--- config.mk ---
export PLATFORM = sky130hd
export DESIGN_NAME = param_reorder_buffer
export DESIGN_NICKNAME = d
export VERILOG_FILES = /design/src/rtl/param_reorder_buffer.sv
export SDC_FILE = /design/constraint.sdc
export NUM_CORES = 2
export LEC_CHECK = 0
export ABC_AREA = 1
export CAP_MARGIN = 10
export CORE_MARGIN = 10
export CORE_UTILIZATION = 30
export DETAILED_ROUTE_END_ITERATION = 10
export DONT_BUFFER_PORTS = 1
export SLEW_MARGIN = 30
export SYNTH_ARGS = -nofsm -noshare
export SYNTH_HDL_FRONTEND = slang
export SYNTH_SLANG_ARGS = --single-unit
--- constraint.sdc ---
create_clock -name clk -period 4.9 [get_ports clk]
set_input_delay 1.47 -clock clk [delete_from_list [all_inputs] [get_ports clk]]
set_output_delay 1.47 -clock clk [all_outputs]
set_load 0.005 [all_outputs]
--- src/rtl/param_reorder_buffer.sv ---
// Parameterised in-order-commit reorder buffer with multi-channel writeback.
// Define ROB_WB_BYPASS_EN to let the rd_* lookup ports see same-cycle writebacks.
module param_reorder_buffer #(
   parameter int unsigned DEPTH  = 16,
   parameter int unsigned XLEN   = 32,
   parameter int unsigned NUM_WB = 2,
   localparam int unsigned TAG_W = $clog2(DEPTH)
) (
   input  logic                     clk,
   input  logic                     rst_n,
   input  logic                     alloc_valid,
   output logic                     alloc_ready,
   input  logic [1:0]               alloc_kind,
   input  logic [4:0]               alloc_rd,
   input  logic [XLEN-1:0]          alloc_pc,
   output logic [TAG_W-1:0]         alloc_tag,
   input  logic [NUM_WB-1:0]        wb_valid,
   input  logic [NUM_WB*TAG_W-1:0]  wb_tag,
   input  logic [NUM_WB*XLEN-1:0]   wb_data,
   input  logic [NUM_WB*XLEN-1:0]   wb_aux,
   input  logic [NUM_WB-1:0]        wb_mispredict,
   input  logic [2*TAG_W-1:0]       rd_tag,
   output logic [1:0]               rd_ready,
   output logic [2*XLEN-1:0]        rd_data,
   output logic                     commit_valid,
   output logic [4:0]               commit_rd,
   output logic [XLEN-1:0]          commit_data,
   output logic                     st_req,
   output logic [XLEN-1:0]          st_addr,
   output logic [XLEN-1:0]          st_data,
   input  logic                     st_ack,
   output logic                     flush,
   output logic [XLEN-1:0]          flush_pc,
   output logic                     halt,
   output logic [TAG_W:0]           count
);

   typedef enum logic [1:0] {
      K_REG    = 2'd0,
      K_STORE  = 2'd1,
      K_BRANCH = 2'd2,
      K_HALT   = 2'd3
   } kind_e;

   localparam logic [TAG_W:0] DEPTH_C = (TAG_W+1)'(DEPTH);

   kind_e            kind_q [DEPTH];
   logic [4:0]       rd_q   [DEPTH];
   logic [XLEN-1:0]  pc_q   [DEPTH];
   logic [XLEN-1:0]  data_q [DEPTH];
   logic [XLEN-1:0]  aux_q  [DEPTH];
   logic [DEPTH-1:0] valid_q, ready_q, misp_q;
   logic [TAG_W-1:0] head_q, tail_q;

   logic alloc_fire, retire, do_commit, do_flush, do_halt, start_store;

   assign alloc_tag   = tail_q;
   assign alloc_ready = (count < DEPTH_C) && !flush && !halt;
   assign alloc_fire  = alloc_valid && alloc_ready;

   // Commit decisions use registered ready only, so a same-cycle writeback
   // to the head entry naturally delays its commit by one cycle.
   always_comb begin
      retire      = 1'b0;
      do_commit   = 1'b0;
      do_flush    = 1'b0;
      do_halt     = 1'b0;
      start_store = 1'b0;
      if (!halt && valid_q[head_q] && ready_q[head_q]) begin
         unique case (kind_q[head_q])
            K_REG: begin
               do_commit = 1'b1;
               retire    = 1'b1;
            end
            K_STORE: begin
               if (st_req) retire = st_ack;
               else        start_store = 1'b1;
            end
            K_BRANCH: begin
               if (misp_q[head_q]) do_flush = 1'b1;
               else                retire   = 1'b1;
            end
            K_HALT: do_halt = 1'b1;
         endcase
      end
   end

   always_ff @(posedge clk or negedge rst_n) begin
      if (!rst_n) begin
         for (int unsigned i = 0; i < DEPTH; i++) begin
            kind_q[i] <= K_REG;
            rd_q[i]   <= '0;
            pc_q[i]   <= '0;
            data_q[i] <= '0;
            aux_q[i]  <= '0;
         end
         valid_q      <= '0;
         ready_q      <= '0;
         misp_q       <= '0;
         head_q       <= '0;
         tail_q       <= '0;
         count        <= '0;
         commit_valid <= 1'b0;
         commit_rd    <= '0;
         commit_data  <= '0;
         st_req       <= 1'b0;
         st_addr      <= '0;
         st_data      <= '0;
         flush        <= 1'b0;
         flush_pc     <= '0;
         halt         <= 1'b0;
      end else begin
         commit_valid <= do_commit;
         flush        <= do_flush;
         if (do_commit) begin
            commit_rd   <= rd_q[head_q];
            commit_data <= data_q[head_q];
         end
         if (start_store) begin
            st_req  <= 1'b1;
            st_addr <= aux_q[head_q];
            st_data <= data_q[head_q];
         end else if (st_req && st_ack) begin
            st_req <= 1'b0;
         end
         if (do_flush) flush_pc <= aux_q[head_q];
         if (do_halt)  halt     <= 1'b1;

         // Highest channel first so the lowest channel's write lands last.
         for (int unsigned k = NUM_WB; k > 0; k--) begin
            if (wb_valid[k-1] && valid_q[wb_tag[(k-1)*TAG_W +: TAG_W]]) begin
               ready_q[wb_tag[(k-1)*TAG_W +: TAG_W]] <= 1'b1;
               data_q[wb_tag[(k-1)*TAG_W +: TAG_W]]  <= wb_data[(k-1)*XLEN +: XLEN];
               aux_q[wb_tag[(k-1)*TAG_W +: TAG_W]]   <= wb_aux[(k-1)*XLEN +: XLEN];
               misp_q[wb_tag[(k-1)*TAG_W +: TAG_W]]  <= wb_mispredict[k-1];
            end
         end

         if (alloc_fire) begin
            kind_q[tail_q]  <= kind_e'(alloc_kind);
            rd_q[tail_q]    <= alloc_rd;
            pc_q[tail_q]    <= alloc_pc;
            valid_q[tail_q] <= 1'b1;
            ready_q[tail_q] <= (alloc_kind == K_HALT);
            misp_q[tail_q]  <= 1'b0;
            tail_q          <= tail_q + 1'b1;
         end
         if (retire) begin
            valid_q[head_q] <= 1'b0;
            head_q          <= head_q + 1'b1;
         end
         unique case ({alloc_fire, retire})
            2'b10:   count <= count + 1'b1;
            2'b01:   count <= count - 1'b1;
            default: count <= count;
         endcase

         if (do_flush) begin
            valid_q <= '0;
            ready_q <= '0;
            head_q  <= '0;
            tail_q  <= '0;
            count   <= '0;
         end
      end
   end

   always_comb begin
      logic [TAG_W-1:0] lk;
      lk       = '0;
      rd_ready = '0;
      rd_data  = '0;
      for (int unsigned p = 0; p < 2; p++) begin
         lk = rd_tag[p*TAG_W +: TAG_W];
         if (valid_q[lk]) begin
            rd_ready[p]             = ready_q[lk];
            rd_data[p*XLEN +: XLEN] = data_q[lk];
`ifdef ROB_WB_BYPASS_EN
            for (int unsigned k = NUM_WB; k > 0; k--) begin
               if (wb_valid[k-1] && (wb_tag[(k-1)*TAG_W +: TAG_W] == lk)) begin
                  rd_ready[p]             = 1'b1;
                  rd_data[p*XLEN +: XLEN] = wb_data[(k-1)*XLEN +: XLEN];
               end
            end
`else
`endif
         end
      end
   end

endmodule

* After elaboration in Yosys (flattened, before gate mapping)
Index checks and enable logic that the tools add are counted.
** Storage, ports and cells
- Input bits :: 191
- Output and inout port bits :: 213
- Logic and storage cells :: 245
- Bits in registers :: 1334
** Cells by class
- Add/sub/neg operators :: 4
- $lt $le $gt $ge :: 20
- Eq/ne operators :: 6
- Reduce and logical (&&, ||, !) cells :: 22
- Bitwise logic cells :: 13
- Multiplexer cells :: 101
** Operators with widths (count)
- bitwise mux 512 bit :: 4
- 2-to-1 mux 512 bit :: 4
- binary-select mux 32 bit (select 4 bit) :: 4
- 2-to-1 mux 32 bit :: 12
- demux 32 bit (select 4 bit) :: 2
- 2-to-1 mux 16 bit :: 10
- bitwise mux 80 bit :: 1
- bitwise mux 16 bit :: 3
- OR 16 bit :: 3
- binary-select mux 1 bit (select 4 bit) :: 9
- bitwise AND 16 bit :: 2
- bitwise mux 32 bit :: 1
- NOT 16 bit :: 2
- greater-or-equal comparator 5 bit (second input constant) :: 6
- less-than comparator 4 x 5 -> 1 bit (second input constant) :: 6
- 2-to-1 mux 1 bit :: 30
- NOT 4 -> 5 bit :: 6
- binary-select mux 5 bit (select 4 bit) :: 1
- demux 5 bit (select 4 bit) :: 1
- 2-to-1 mux 5 bit :: 4
- demux 1 bit (select 4 bit) :: 4
- greater-or-equal comparator 4 x 1 -> 1 bit (second input constant) :: 4
- 2-to-1 mux 4 bit :: 4
- logical AND 1 bit :: 15
- 16 further kinds :: 28

* Depth between registers and ports, before layout
- Depth after elaboration :: 11
- Gate-level depth with buffers :: 23
- Gate-level depth less buffers :: 22

* Worst setup path after synthesis
No wires, ideal clock.
- Kind :: input -> output
- Start point :: in rd_tag[4]
- End point :: out rd_data[54]
- Setup slack :: 0.421 ns
- Buffers on the path :: 4
- Data required time :: 3.430 ns
- Stages on the path :: 9
- Arrival :: 3.009 ns
- Cell sequence :: clkbuf_1 clkbuf_1 clkbuf_1 clkbuf_1 a21oi_1 o221ai_1 o21ai_0 nand2_1 inv_1
** Between the ends
- Cells in the longest elaborated chain, start to end :: 5
- Elaborated cells between the ends (all ways) :: 7
- Those cells by class :: mux (6); bitwise (1)
** Ends and longest elaborated chain
- start: declaration :: RTL line 22 : input logic [2*TAG_W-1:0] rd_tag,
- NOT 4 -> 5 bit (not written as such) :: RTL line 177 : rd_data[p*XLEN +: XLEN] = data_q[lk];
- binary-select mux 32 bit (select 4 bit) :: RTL line 177
- 2-to-1 mux 32 bit (not written as such) (2 in series) :: RTL line 177
- 2-to-1 mux 32 bit (*) :: RTL line 175 : if (valid_q[lk]) begin
- end: declaration :: RTL line 24 : output logic [2*XLEN-1:0] rd_data,
Every way passes the cells marked *; elsewhere a longest branch is shown, timed or not. The select of a mux whose other input is x is not followed.

* Worst setup path after layout
- Start point :: in rd_tag[4]
- End point :: out rd_data[36]
Same word-level chain as after synthesis.

==> impl_metrics.json <==
{
  "synth-main-ff-cell": "dfrtp_1",
  "worst-path-max-fanout": 516,
  "num_vias": 79600,
  "synth.top_cell.area_share_pct": 42.9,
  "initial_core_util_pct": 30.2,
  "p_per_area_nw_per_um2": 606,
  "final_antenna_net_count": 0,
  "seqPwrFrac_pct": 37.1,
  "max_freq_ghz": 0.181,
  "synth-seq-cells": 1334,
  "rrSetupSlack_ns": 0.77,
  "io_pins": 404,
  "syn_avg_cell_area_um2": 7.18,
  "cellInternalPower_mw": 31.1,
  "final_area_um2": 86700,
  "cp-end-kind": "primary output",
  "grt_pass1_vias": 72500,
  "drt_pass1_iterations": 8,
  "tightest_slew_ns": 2.00,
  "fin_skew_ns": 0.0989,
  "tritoncts": "built",
  "drive_gt1_share_pct": 5.93,
  "violations": "slew limit, setup timing",
  "required_ns": 3.43,
  "numCtsBuffers": 171,
  "switchingPower_mw": 21.5,
  "die_y_um": 530,
  "relSlewSlack_pct": -33.2,
  "timing.max_cap.violations": 0,
  "clkLatencyLatePin_ns": 0.90,
  "core_region_area_um2": 258000,
  "cp.arrival_ns": 4.07,
  "drc": 0,
  "globalplace.congestion": 0.871,
  "r2r_start": "head_q[1]",
  "fin_nets": 10400,
  "min_period_over_period_pct": 113,
  "htree_levels": 4,
  "holdBufCountCts": 0,
  "cp-start-kind": "input pin",
  "share_comb_of_total_power_pct": 37.7,
  "hold_class": "input pin to async pin",
  "rr_worst_depth": 15,
  "grt_max_degree": 520,
  "async_flop_share_pct": 100,
  "pre_cts_ws_ns": 0.0915,
  "period_needed_ns": 5.54,
  "synth_cell_types": 40,
  "yosys.area.top_type": "dfrtp_1",
  "reg2reg_to": "count[1]",
  "post_cts_buffers": 0,
  "grt_usage_pct": 24.4,
  "antenna_found_initial": 36,
  "yosys_warnings": 0,
  "via_per_inst": 5.81,
  "syn-num-nets": 11000,
  "place_area_um2": 80900,
  "clkTransAtPathRegs_ns": 0.06,
  "portBuffers": 0,
  "pwr-share-clk_pct": 25.1,
  "grt-ovfl-total": 0,
  "netSwitchingFraction_pct": 40.8,
  "ys_seq_area_share_pct": 42.9,
  "yosys-top-cells-area": "dfrtp_1 43%, o21ai_0 19%, a21oi_1 13%",
  "grt_pass1_wl_um": 519000,
  "die_x_um": 530,
  "setup_viol": 30,
  "drtIter0Drc": 11000,
  "wl_per_cell_um": 26.3,
  "syn2layout_area_growth_pct": 11.4,
  "row_count": 186,
  "power.leakage_nw": 38.0,
  "synth_edf_count": 0,
  "cts_sinks": 1334,
  "ir_drop_v": 0.000470,
  "dp_hpwl_um": 198000,
  "synth_area_um2": 77900,
  "fp.dieArea_um2": 280000,
  "syn_inst": 10800,
  "fin_ws_ns": -0.636,
  "root_buffer": "clkbuf_16",
  "maxSlewViolCount": 297,
  "drt_wl_total_um": 361000,
  "power_mw": 52.5,
  "crit_type": "input pin to primary output",
  "finalHoldViolations": 0,
  "status": "finished, violations left",
  "rsz0062_at_grt": "false",
  "max-clock-path-buffers": 4
}
flip-flops by register name, indices dropped and copies added (netlist names):
name	flops
st_req	1
commit_data	32
flush_pc	32
ready_q	16
rd_q	80
valid_q	16
st_data	32
st_addr	32
alloc_tag	4
commit_rd	5
commit_valid	1
aux_q	512
flush	1
data_q	512
count	5
halt	1
head_q	4
misp_q	16
kind_q	32
cell usage in the layout (no fill, tap or decap), types with 78 or more instances in the layout:
cell       count
o21ai_0     2923
clkbuf_16    173
o21ai_1       78
nor2_1       574
nand2_1     1195
o211ai_1      78
inv_1        906
buf_4        138
dfrtp_1     1332
a21oi_1     1999
o22ai_1      237
worst max path at each step:
| stage | start | endpoint | slack (ns) | depth (start not counted) |
|---|---|---|---|---|
| floorplan | rd_tag[4] | rd_data[54] | 0.42 | 9 |
| global placement | rst_n | st_data[25] | -0.25 | 6 |
| detailed placement | rst_n | st_data[23] | 0.09 | 6 |
| CTS | rd_tag[0] | rd_data[10] | 0.12 | 6 |
| global route | rd_tag[0] | rd_data[11] | 0.04 | 6 |
| finish | rd_tag[4] | rd_data[36] | -0.64 | 7 |
Yosys cell counts (4+ instances only):
master and number:
a21oi_1 1999, inv_2 17, buf_2 142, clkbuf_1 859, dfrtp_1 1334, buf_4 4, buf_1 75, a31oi_1 8
a22oi_1 4, inv_1 926, o311ai_0 53, nand2_1 1211, a221oi_1 17, nand4_1 74, o211ai_1 78, o22ai_1 237
o21ai_1 77, nand2_2 5, o21bai_1 57, nand3_1 65, o21ai_0 2925, mux2_2 33, ha_1 10, nor3_2 8
nor3_1 8, nor2_1 577, o221ai_1 19
per-stage QoR:
step                hold WS, ns  setup TNS, ns  utilization [%]  std cells
finish                    0.275          -8.33             33.7      13700
global route              0.247              0             33.7      13700
CTS                       0.227              0             33.6      13700
detailed placement        0.457              0             31.4      13400
global placement          0.453         -21.91             31.3      13400
floorplan                 0.437              0                -      10800
metal layers:
metal  share of wire (%)  vias to the layer above  track usage (%)
li1                    -                    35900                -
met2                  43                     5024             37.2
met1                  39                    37700             31.9
met3                  12                     1002             6.76
met4                 5.3                       14             11.7
met5               0.026                        -                0
power by group through the flow:
stage          Combinational (mW)  Clock (mW)  Sequential, mW
2_1_floorplan                14.4           0            18.6
3_3_place_gp                 19.2           0            19.5
3_5_place_dp                 19.5           0            19.6
4_1_cts                      19.6        13.4            19.5
5_1_grt                      22.6        13.8            20.2
6_report                     19.8        13.2            19.5
critical path, cell delays in order:
cell and delay, ns:
a21oi_1 0.51, o21ai_0 0.16, nand3_1 0.14, o21ai_0 0.11
o21ai_0 0.36, nand2_1 0.24, inv_1 0.13
what timing repair did:
action	4_1_cts	5_1_grt
gates resized for setup	0	2
endpoints found under the setup margin	0	2
hold endpoints to repair	0	0
layout make-up:
cell class,count,area [µm²]
Fill cell,27400,171000
Multi-Input combinational cell,7480,37000
Sequential cell,1334,33400
Clock buffer,243,4960
Tap cell,3384,4230
Inverter,945,3610
Timing Repair Buffer,222,2760
Clock inverter,58,733
Antenna cell,36,90.1
cells by family after synthesis:
kind of cell	count (synthesis)	share of synthesized area (%)
multiplexers	33	0.477
flip-flops	1334	42.9
XOR/XNOR	3	0.0337
AND/OR/NAND/NOR	1954	9.90
buffers and inverters	2028	10.1
adder cells (fa/ha/maj)	10	0.161
AO/OA/AOI/OAI	5480	36.5
Note: power is estimated with default switching activity, not from simulation.
